===== src/rtl/ahb_arb_pkg.sv =====
// Shared types, HBURST codes and burst-length helper for the AHB master arbiter.
// Latency: n/a (declarations only).
// Backpressure: n/a.
`ifndef AHB_ADDR_WIDTH
`define AHB_ADDR_WIDTH 32
`endif
`ifndef AHB_DATA_WIDTH
`define AHB_DATA_WIDTH 32
`endif

package ahb_arb_pkg;

    typedef enum logic {
        IDLE = 1'b0,
        OWN  = 1'b1
    } arb_state_e;

    localparam logic [2:0] HBURST_SINGLE = 3'b000;
    localparam logic [2:0] HBURST_INCR   = 3'b001;
    localparam logic [2:0] HBURST_WRAP4  = 3'b010;
    localparam logic [2:0] HBURST_INCR4  = 3'b011;
    localparam logic [2:0] HBURST_WRAP8  = 3'b100;
    localparam logic [2:0] HBURST_INCR8  = 3'b101;
    localparam logic [2:0] HBURST_WRAP16 = 3'b110;
    localparam logic [2:0] HBURST_INCR16 = 3'b111;

    // Counted beats for a burst; open-ended INCR returns 0 (released on valid drop instead).
    function automatic logic [4:0] burst_beats(input logic [2:0] burst);
        logic [4:0] beats;
        case (burst)
            HBURST_SINGLE:                beats = 5'd1;
            HBURST_INCR:                  beats = 5'd0;
            HBURST_WRAP4,  HBURST_INCR4:  beats = 5'd4;
            HBURST_WRAP8,  HBURST_INCR8:  beats = 5'd8;
            default:                      beats = 5'd16;
        endcase
        return beats;
    endfunction

endpackage


===== src/rtl/ahb_master_arbiter_if.sv =====
// Bundle of requester-side and master-port signals around the arbiter.
// Latency: n/a (wires only).
// Backpressure: req_ready/m_ready carry the accept handshake in each direction.
interface ahb_master_arbiter_if #(
    parameter int NUM_REQ    = 4,
    parameter int ADDR_WIDTH = 32,
    parameter int DATA_WIDTH = 32
);
    // requester side
    logic [NUM_REQ-1:0]            req_valid;
    logic [NUM_REQ-1:0]            req_write;
    logic [NUM_REQ*ADDR_WIDTH-1:0] req_addr;
    logic [NUM_REQ*3-1:0]          req_size;
    logic [NUM_REQ*3-1:0]          req_burst;
    logic [NUM_REQ-1:0]            req_busy;
    logic [NUM_REQ*DATA_WIDTH-1:0] req_wdata;
    logic [NUM_REQ-1:0]            req_ready;
    logic [NUM_REQ-1:0]            req_error;
    logic [DATA_WIDTH-1:0]         rsp_rdata;
    logic [NUM_REQ-1:0]            grant;
    // master port side
    logic                          m_valid;
    logic                          m_write;
    logic [ADDR_WIDTH-1:0]         m_addr;
    logic [2:0]                    m_size;
    logic [2:0]                    m_burst;
    logic                          m_busy;
    logic [DATA_WIDTH-1:0]         m_wdata;
    logic                          m_sel;
    logic                          m_ready;
    logic [DATA_WIDTH-1:0]         m_rdata;
    logic                          m_master_error;
    logic                          m_other_error;

    // Arbiter view: consumes requests and master responses, drives the mux outputs.
    modport master (
        input  req_valid, req_write, req_addr, req_size, req_burst, req_busy, req_wdata,
        input  m_ready, m_rdata, m_master_error, m_other_error,
        output req_ready, req_error, rsp_rdata, grant,
        output m_valid, m_write, m_addr, m_size, m_burst, m_busy, m_wdata, m_sel
    );

    // Environment view: requesters plus the AHB master port model.
    modport slave (
        output req_valid, req_write, req_addr, req_size, req_burst, req_busy, req_wdata,
        output m_ready, m_rdata, m_master_error, m_other_error,
        input  req_ready, req_error, rsp_rdata, grant,
        input  m_valid, m_write, m_addr, m_size, m_burst, m_busy, m_wdata, m_sel
    );
endinterface


===== src/rtl/ahb_arb_pick.sv =====
// Combinational winner select: first set request bit searching upward from ptr_i (wrapping).
// Latency: 0 cycles (pure combinational).
// Backpressure: none; found_o=0 when no request is set.
module ahb_arb_pick #(
    parameter int NUM_REQ = 4,
    parameter int IW      = $clog2(NUM_REQ)
) (
    input  logic [NUM_REQ-1:0] req_i,
    input  logic [IW-1:0]      ptr_i,
    output logic               found_o,
    output logic [NUM_REQ-1:0] onehot_o,
    output logic [IW-1:0]      idx_o
);

    // Rotating priority search; the first hit locks out later candidates.
    always_comb begin
        found_o  = 1'b0;
        onehot_o = '0;
        idx_o    = '0;
        for (int k = 0; k < NUM_REQ; k++) begin
            if (!found_o && req_i[(int'(ptr_i) + k) % NUM_REQ]) begin
                found_o = 1'b1;
                onehot_o[(int'(ptr_i) + k) % NUM_REQ] = 1'b1;
                idx_o = IW'((int'(ptr_i) + k) % NUM_REQ);
            end
        end
    end

endmodule


===== src/rtl/ahb_master_arbiter.sv =====
// Shares one AHB master port among NUM_REQ requesters, holding the grant for a whole burst.
// Latency: grant registered 1 cycle after req_valid; command/response muxing is combinational.
// Backpressure: only the owner sees req_ready (=m_ready); others must hold. AHB_ARB_FIXED_PRIO_EN selects fixed priority.
`ifndef AHB_ADDR_WIDTH
`define AHB_ADDR_WIDTH 32
`endif
`ifndef AHB_DATA_WIDTH
`define AHB_DATA_WIDTH 32
`endif

module ahb_master_arbiter
    import ahb_arb_pkg::*;
#(
    parameter int NUM_REQ    = 4,
    parameter int ADDR_WIDTH = `AHB_ADDR_WIDTH,
    parameter int DATA_WIDTH = `AHB_DATA_WIDTH
) (
    input  logic                 clk,
    input  logic                 rstn,
    ahb_master_arbiter_if.master bus
);

    localparam int IW = $clog2(NUM_REQ);

    arb_state_e         state_q, state_d;
    logic [NUM_REQ-1:0] grant_q, grant_d;
    logic [IW-1:0]      gidx_q, gidx_d;
    logic [4:0]         beat_cnt_q, beat_cnt_d;
    logic               incr_q, incr_d;

    logic [IW-1:0]      pick_ptr;
    logic               pick_found;
    logic [NUM_REQ-1:0] pick_onehot;
    logic [IW-1:0]      pick_idx;
    logic [2:0]         win_burst;

`ifdef AHB_ARB_FIXED_PRIO_EN
    // Lowest index always wins.
    assign pick_ptr = '0;
`else
    logic [IW-1:0]      rr_ptr_q, rr_ptr_d;
    assign pick_ptr = rr_ptr_q;
`endif

    ahb_arb_pick #(
        .NUM_REQ (NUM_REQ),
        .IW      (IW)
    ) u_pick (
        .req_i    (bus.req_valid),
        .ptr_i    (pick_ptr),
        .found_o  (pick_found),
        .onehot_o (pick_onehot),
        .idx_o    (pick_idx)
    );

    assign win_burst = bus.req_burst[pick_idx*3 +: 3];

    // Owner beat bookkeeping. BUSY beats are never counted.
    logic own_vld, own_busy, beat_acc, err_beat, last_acc, incr_rel, rearb;
    assign own_vld  = bus.req_valid[gidx_q];
    assign own_busy = bus.req_busy[gidx_q];
    assign beat_acc = (state_q == OWN) && own_vld && bus.m_ready && !own_busy;
    assign err_beat = bus.m_ready && (bus.m_master_error || bus.m_other_error);
    assign last_acc = beat_acc && !incr_q && (beat_cnt_q <= 5'd1);
    assign incr_rel = incr_q && !own_vld;
    assign rearb    = (state_q == OWN) && (err_beat || last_acc || incr_rel);

    // State register: abandoning a burst on reset signals nothing.
    always_ff @(posedge clk or negedge rstn) begin
        if (!rstn) begin
            state_q    <= IDLE;
            grant_q    <= '0;
            gidx_q     <= '0;
            beat_cnt_q <= '0;
            incr_q     <= 1'b0;
`ifndef AHB_ARB_FIXED_PRIO_EN
            rr_ptr_q   <= '0;
`endif
        end else begin
            state_q    <= state_d;
            grant_q    <= grant_d;
            gidx_q     <= gidx_d;
            beat_cnt_q <= beat_cnt_d;
            incr_q     <= incr_d;
`ifndef AHB_ARB_FIXED_PRIO_EN
            rr_ptr_q   <= rr_ptr_d;
`endif
        end
    end

    // Next state: count beats, and on burst end re-arbitrate in the same cycle (no idle gap).
    always_comb begin
        state_d    = state_q;
        grant_d    = grant_q;
        gidx_d     = gidx_q;
        beat_cnt_d = beat_cnt_q;
        incr_d     = incr_q;
`ifndef AHB_ARB_FIXED_PRIO_EN
        rr_ptr_d   = rr_ptr_q;
`endif
        if (beat_acc && (beat_cnt_q != 5'd0)) begin
            beat_cnt_d = beat_cnt_q - 5'd1;
        end
        if ((state_q == IDLE) || rearb) begin
            if (pick_found) begin
                state_d    = OWN;
                grant_d    = pick_onehot;
                gidx_d     = pick_idx;
                beat_cnt_d = burst_beats(win_burst);
                incr_d     = (win_burst == HBURST_INCR);
`ifndef AHB_ARB_FIXED_PRIO_EN
                rr_ptr_d   = (pick_idx == IW'(NUM_REQ - 1)) ? '0 : pick_idx + IW'(1);
`endif
            end else begin
                state_d    = IDLE;
                grant_d    = '0;
                gidx_d     = '0;
                beat_cnt_d = '0;
                incr_d     = 1'b0;
            end
        end
    end

    // Outputs: owner's command onto m_*, responses routed back to the owner only.
    always_comb begin
        bus.grant     = grant_q;
        bus.m_sel     = 1'b0;
        bus.m_valid   = 1'b0;
        bus.m_write   = 1'b0;
        bus.m_addr    = '0;
        bus.m_size    = '0;
        bus.m_burst   = '0;
        bus.m_busy    = 1'b0;
        bus.m_wdata   = '0;
        bus.req_ready = '0;
        bus.req_error = '0;
        bus.rsp_rdata = '0;
        if (state_q == OWN) begin
            bus.m_sel     = 1'b1;
            bus.m_valid   = own_vld;
            bus.m_write   = bus.req_write[gidx_q];
            bus.m_addr    = bus.req_addr[gidx_q*ADDR_WIDTH +: ADDR_WIDTH];
            bus.m_size    = bus.req_size[gidx_q*3 +: 3];
            bus.m_burst   = bus.req_burst[gidx_q*3 +: 3];
            bus.m_busy    = own_busy;
            bus.m_wdata   = bus.req_wdata[gidx_q*DATA_WIDTH +: DATA_WIDTH];
            bus.req_ready = grant_q & {NUM_REQ{bus.m_ready}};
            bus.req_error = grant_q & {NUM_REQ{err_beat}};
            bus.rsp_rdata = bus.m_rdata;
        end
    end

endmodule


===== src/flat_wrapper.sv =====
// flat-port wrapper written by rule: the top's interface ports become plain ports
module ahb_master_arbiter_flat import ahb_arb_pkg::*;
#(
    parameter int NUM_REQ    = 4,
    parameter int ADDR_WIDTH = `AHB_ADDR_WIDTH,
    parameter int DATA_WIDTH = `AHB_DATA_WIDTH
)
  (clk, rstn, bus_req_valid, bus_req_write, bus_req_addr, bus_req_size, bus_req_burst, bus_req_busy, bus_req_wdata, bus_m_ready, bus_m_rdata, bus_m_master_error, bus_m_other_error, bus_req_ready, bus_req_error, bus_rsp_rdata, bus_grant, bus_m_valid, bus_m_write, bus_m_addr, bus_m_size, bus_m_burst, bus_m_busy, bus_m_wdata, bus_m_sel);
  ahb_master_arbiter_if #(.NUM_REQ(NUM_REQ), .ADDR_WIDTH(ADDR_WIDTH), .DATA_WIDTH(DATA_WIDTH)) bus_i ();
  input  logic clk;
  input  logic rstn;
  input wire logic [$bits(bus_i.req_valid)-1:0] bus_req_valid;
  input wire logic [$bits(bus_i.req_write)-1:0] bus_req_write;
  input wire logic [$bits(bus_i.req_addr)-1:0] bus_req_addr;
  input wire logic [$bits(bus_i.req_size)-1:0] bus_req_size;
  input wire logic [$bits(bus_i.req_burst)-1:0] bus_req_burst;
  input wire logic [$bits(bus_i.req_busy)-1:0] bus_req_busy;
  input wire logic [$bits(bus_i.req_wdata)-1:0] bus_req_wdata;
  input wire logic [$bits(bus_i.m_ready)-1:0] bus_m_ready;
  input wire logic [$bits(bus_i.m_rdata)-1:0] bus_m_rdata;
  input wire logic [$bits(bus_i.m_master_error)-1:0] bus_m_master_error;
  input wire logic [$bits(bus_i.m_other_error)-1:0] bus_m_other_error;
  output wire logic [$bits(bus_i.req_ready)-1:0] bus_req_ready;
  output wire logic [$bits(bus_i.req_error)-1:0] bus_req_error;
  output wire logic [$bits(bus_i.rsp_rdata)-1:0] bus_rsp_rdata;
  output wire logic [$bits(bus_i.grant)-1:0] bus_grant;
  output wire logic [$bits(bus_i.m_valid)-1:0] bus_m_valid;
  output wire logic [$bits(bus_i.m_write)-1:0] bus_m_write;
  output wire logic [$bits(bus_i.m_addr)-1:0] bus_m_addr;
  output wire logic [$bits(bus_i.m_size)-1:0] bus_m_size;
  output wire logic [$bits(bus_i.m_burst)-1:0] bus_m_burst;
  output wire logic [$bits(bus_i.m_busy)-1:0] bus_m_busy;
  output wire logic [$bits(bus_i.m_wdata)-1:0] bus_m_wdata;
  output wire logic [$bits(bus_i.m_sel)-1:0] bus_m_sel;
  assign bus_i.req_valid = bus_req_valid;
  assign bus_i.req_write = bus_req_write;
  assign bus_i.req_addr = bus_req_addr;
  assign bus_i.req_size = bus_req_size;
  assign bus_i.req_burst = bus_req_burst;
  assign bus_i.req_busy = bus_req_busy;
  assign bus_i.req_wdata = bus_req_wdata;
  assign bus_i.m_ready = bus_m_ready;
  assign bus_i.m_rdata = bus_m_rdata;
  assign bus_i.m_master_error = bus_m_master_error;
  assign bus_i.m_other_error = bus_m_other_error;
  assign bus_req_ready = bus_i.req_ready;
  assign bus_req_error = bus_i.req_error;
  assign bus_rsp_rdata = bus_i.rsp_rdata;
  assign bus_grant = bus_i.grant;
  assign bus_m_valid = bus_i.m_valid;
  assign bus_m_write = bus_i.m_write;
  assign bus_m_addr = bus_i.m_addr;
  assign bus_m_size = bus_i.m_size;
  assign bus_m_burst = bus_i.m_burst;
  assign bus_m_busy = bus_i.m_busy;
  assign bus_m_wdata = bus_i.m_wdata;
  assign bus_m_sel = bus_i.m_sel;
  ahb_master_arbiter #(.NUM_REQ(NUM_REQ), .ADDR_WIDTH(ADDR_WIDTH), .DATA_WIDTH(DATA_WIDTH)) u_core (.clk(clk), .rstn(rstn), .bus(bus_i));
endmodule

===== config.mk =====
export PLATFORM = sky130hd
export DESIGN_NAME = ahb_master_arbiter_flat
export DESIGN_NICKNAME = d
export VERILOG_FILES = /design/src/rtl/ahb_arb_pkg.sv /design/src/rtl/ahb_master_arbiter_if.sv /design/src/rtl/ahb_arb_pick.sv /design/src/rtl/ahb_master_arbiter.sv /design/src/flat_wrapper.sv
export SDC_FILE = /design/constraint.sdc
export NUM_CORES = 1
export LEC_CHECK = 0
export ABC_CLOCK_PERIOD_IN_PS = 3500
export CORE_AREA = 5 5 168 170
export CTS_CLUSTER_SIZE = 25
export DETAILED_ROUTE_END_ITERATION = 10
export DIE_AREA = 0 0 173 175
export GPL_TIMING_DRIVEN = 1
export PLACE_DENSITY = 0.51
export SETUP_SLACK_MARGIN = 0.3
export SLEW_MARGIN = 20
export SYNTH_ARGS = -nofsm -noshare
export SYNTH_HDL_FRONTEND = slang
export SYNTH_HIERARCHICAL = 1
export SYNTH_SLANG_ARGS = --single-unit

===== constraint.sdc =====
create_clock -name clk -period 3.5 [get_ports clk]
set_input_delay 0.525 -clock clk [delete_from_list [all_inputs] [get_ports clk]]
set_output_delay 0.525 -clock clk [all_outputs]
set_load 0.1 [all_outputs]

==> out/metrics.yaml <==
cts:
  post_cts_buffers: 0
  clk_pin_slew_ns: 0.05
  cts_hold_buf: 0
  numCtsBuffers: 3
  clkLatencyLatePin_ns: 0.24
  cts_tree: "built"
  clk_root_buffer_cell: "clkbuf_16"
  clockBufferDepth: 2
  cts_resized: 0
  cts_max_level: 1
  clock_sink_count: 15
final_layout:
  fin_cells: 1113
  stdcell_area_um2: 8510
  syn_to_final_growth_pct: 122
  drive_gt1_share_pct: 29.8
  n_fill_cell: 2747
  fin_nets: 1110
  final_util_pct: 32.0
  final_cell_mix: "clkdlybuf4s50_1 (332), buf_4 (122), and2_1 (108), mux4_2 (78), dfrtp_1 (12)"
  layout_commonest_cell: "clkdlybuf4s50_1"
synth:
  synth_cell_types: 42
  synth_adder_area_share_pct: 2.95
  synthMuxAreaShare_pct: 50.6
  synth-compound-area-share_pct: 6.48
  ys_async_sr_fraction_pct: 100
  synth-xor-area-share_pct: 0.687
  seq_area_frac_synth_pct: 9.82
  syn_inst: 342
  synth-main-ff-cell: "dfrtp_1"
  synth_seq_cells: 15
  synth-simple-area-share_pct: 24.5
  synth-edff-count: 0
  synth_top_family_by_area: "multiplexers"
  synth_area_um2: 3820
  synth_nets: 680
  ys_warn_count: 6
  avgSynthCellArea_um2: 11.2
setup_path:
  worstPathRequired_ns: 3.67
  cp-end-kind: "register"
  reg2reg_slack_ns: 0.64
  start_kind: "input port"
  cp.arrival_ns: 3.23
  cp_slowest_cell: "clkdlybuf4s50_1"
  path_cells: "clkdlybuf4s50_1 > mux4_2 > buf_4 > o311ai_0 > a32o_1 > mux4_2 > nor3b_2 > nand2b_1 > mux2i_1"
  critPathMaxStageDelay_ns: 0.52
  criticalPathCategory: "input port to register"
  cp_common_cell: "mux4_2"
  crit_fanout: 9
route:
  firstDrtPassIters: 4
  drt-initial-drc-count: 154
  remaining_drc_errors: 0
  wl_per_cell_um: 22.2
  ant_nets: 0
  via_per_inst: 4.22
  vias: 4701
  wl_mm: 24.8
floorplan:
  rows: 60
  fp.dieW_um: 173
  die_h_um: 175
  core_area_um2: 26600
  io_pins: 447
  die-area_um2: 30300
  start_util_pct: 14.4
place:
  dp.final_hpwl_mm: 21.5
  placed_cell_area_um2: 8420
  port-buffer-count: 446
  gp_congestion: 0.822
  dpl_worst_slack_ns: 0.0929
  placed_cells: 1108
timing:
  worstMarginPinSlew_ns: 0.969
  hold_slack_ns: 0.631
  rsz0062_at_grt: "false"
  finClkSkew_ns: 0.00147
  slew_viol_final: 0
  slew_headroom_pct: 35.2
  setup_slack_ns: 0.431
  period_minus_slack_ns: 3.07
  setup_viol: 0
  fmax_mhz: 326
  hold_viol_final: 0
  period_share_pct: 87.7
  finalSetupTns_ns: 0
global_route:
  grt_usage_pct: 15.3
  grt_pass1_wl_mm: 35.5
  first_global_vias: 5091
  antenna_found_initial: 4
  grt-ovfl-total: 0
  grt_max_degree: 69
power:
  total_power_mw: 9.32
  power_density_nw_per_um2: 1100
  vdd_drop_max_v: 0.000743
  cellLeakagePower_nw: 3.25
status:
  status: "complete, no violations"
job:
  drv_cap: 0
min_path:
  holdCritPathClass: "register to register"
cells in the mapped netlist (all sizes together), types with 5 or more instances:
cell	instances	share of area (%)
a22oi	8	1.6
a31o	5	1.1
and2	108	18
and3	9	1.5
buf	12	2.1
clkbuf	21	2.1
dfrtp	15	9.8
ha	9	2.9
inv	8	0.79
mux2	7	2.1
mux2i	7	1.8
mux4	79	47
nor2	9	0.88
o21ai	6	0.79
power by group:
group          leakage (nW)  internal (mW)  switching (mW)  total, mW
Sequential            0.186          0.250           0.250      0.500
Clock                0.0409          0.152          0.0669      0.219
Combinational          3.03           2.65            5.95       8.60
state kept, by name (all words and copies together), names as in the netlist:
name	flops
u_core/state_q	1
u_core/beat_cnt_q	5
u_core/pick_ptr	2
u_core/incr_q	1
u_core/bus.grant	4
u_core/gidx_q	2
worst max-delay path: cells and delay by family:
kind | cells | cell delay [ns]
compound gates | 2 | 0.67
simple gates | 2 | 0.32
mux | 3 | 1.02
buf+inv | 2 | 0.71
layout make-up:
| cell class | instances | area (µm²) | area share, % |
|---|---|---|---|
| antenna | 1 | 2.50 | 0.0294 |
| clock buffer | 3 | 75.1 | 0.882 |
| clock inverter | 1 | 5.00 | 0.0588 |
| inverter | 8 | 30.0 | 0.353 |
| multi-input combinational | 286 | 3260 | 38.4 |
| sequential | 15 | 384 | 4.52 |
| tap | 341 | 427 | 5.02 |
| timing repair buffer | 458 | 4320 | 50.8 |
layer usage:
layer	global-route usage (%)	vias up	wire length [µm]
met5	0	-	27
met4	2.26	4	281
met3	5.11	20	2260
met2	25.7	263	11900
met1	19.6	2225	10300
li1	-	2189	-
worst paths after layout:
kind / from / endpoint / cells after the start
setup / recovery: bus_req_valid[2] / u_core/beat_cnt_q[0] / 9
hold / removal: u_core/beat_cnt_q[3] / u_core/beat_cnt_q[3] / 2
setup reg to reg: u_core/pick_ptr[1] / u_core/beat_cnt_q[0] / 10
hold reg to reg: u_core/beat_cnt_q[3] / u_core/beat_cnt_q[3] / 2
max in group asynchronous: rstn / u_core/gidx_q[0] / 1
min in group asynchronous: rstn / u_core/pick_ptr[0] / 1
cell families after synthesis:
logic type                 count (synthesis)
buffers and inverters                     41
xor gates and xnor gates                   3
DFF                                       15
adders and majority gates                  9
and+or+nand+nor                          151
muxes                                     93
AOI/OAI and AO/OA                         30
No activity file was read; power rests on OpenSTA's default activity.
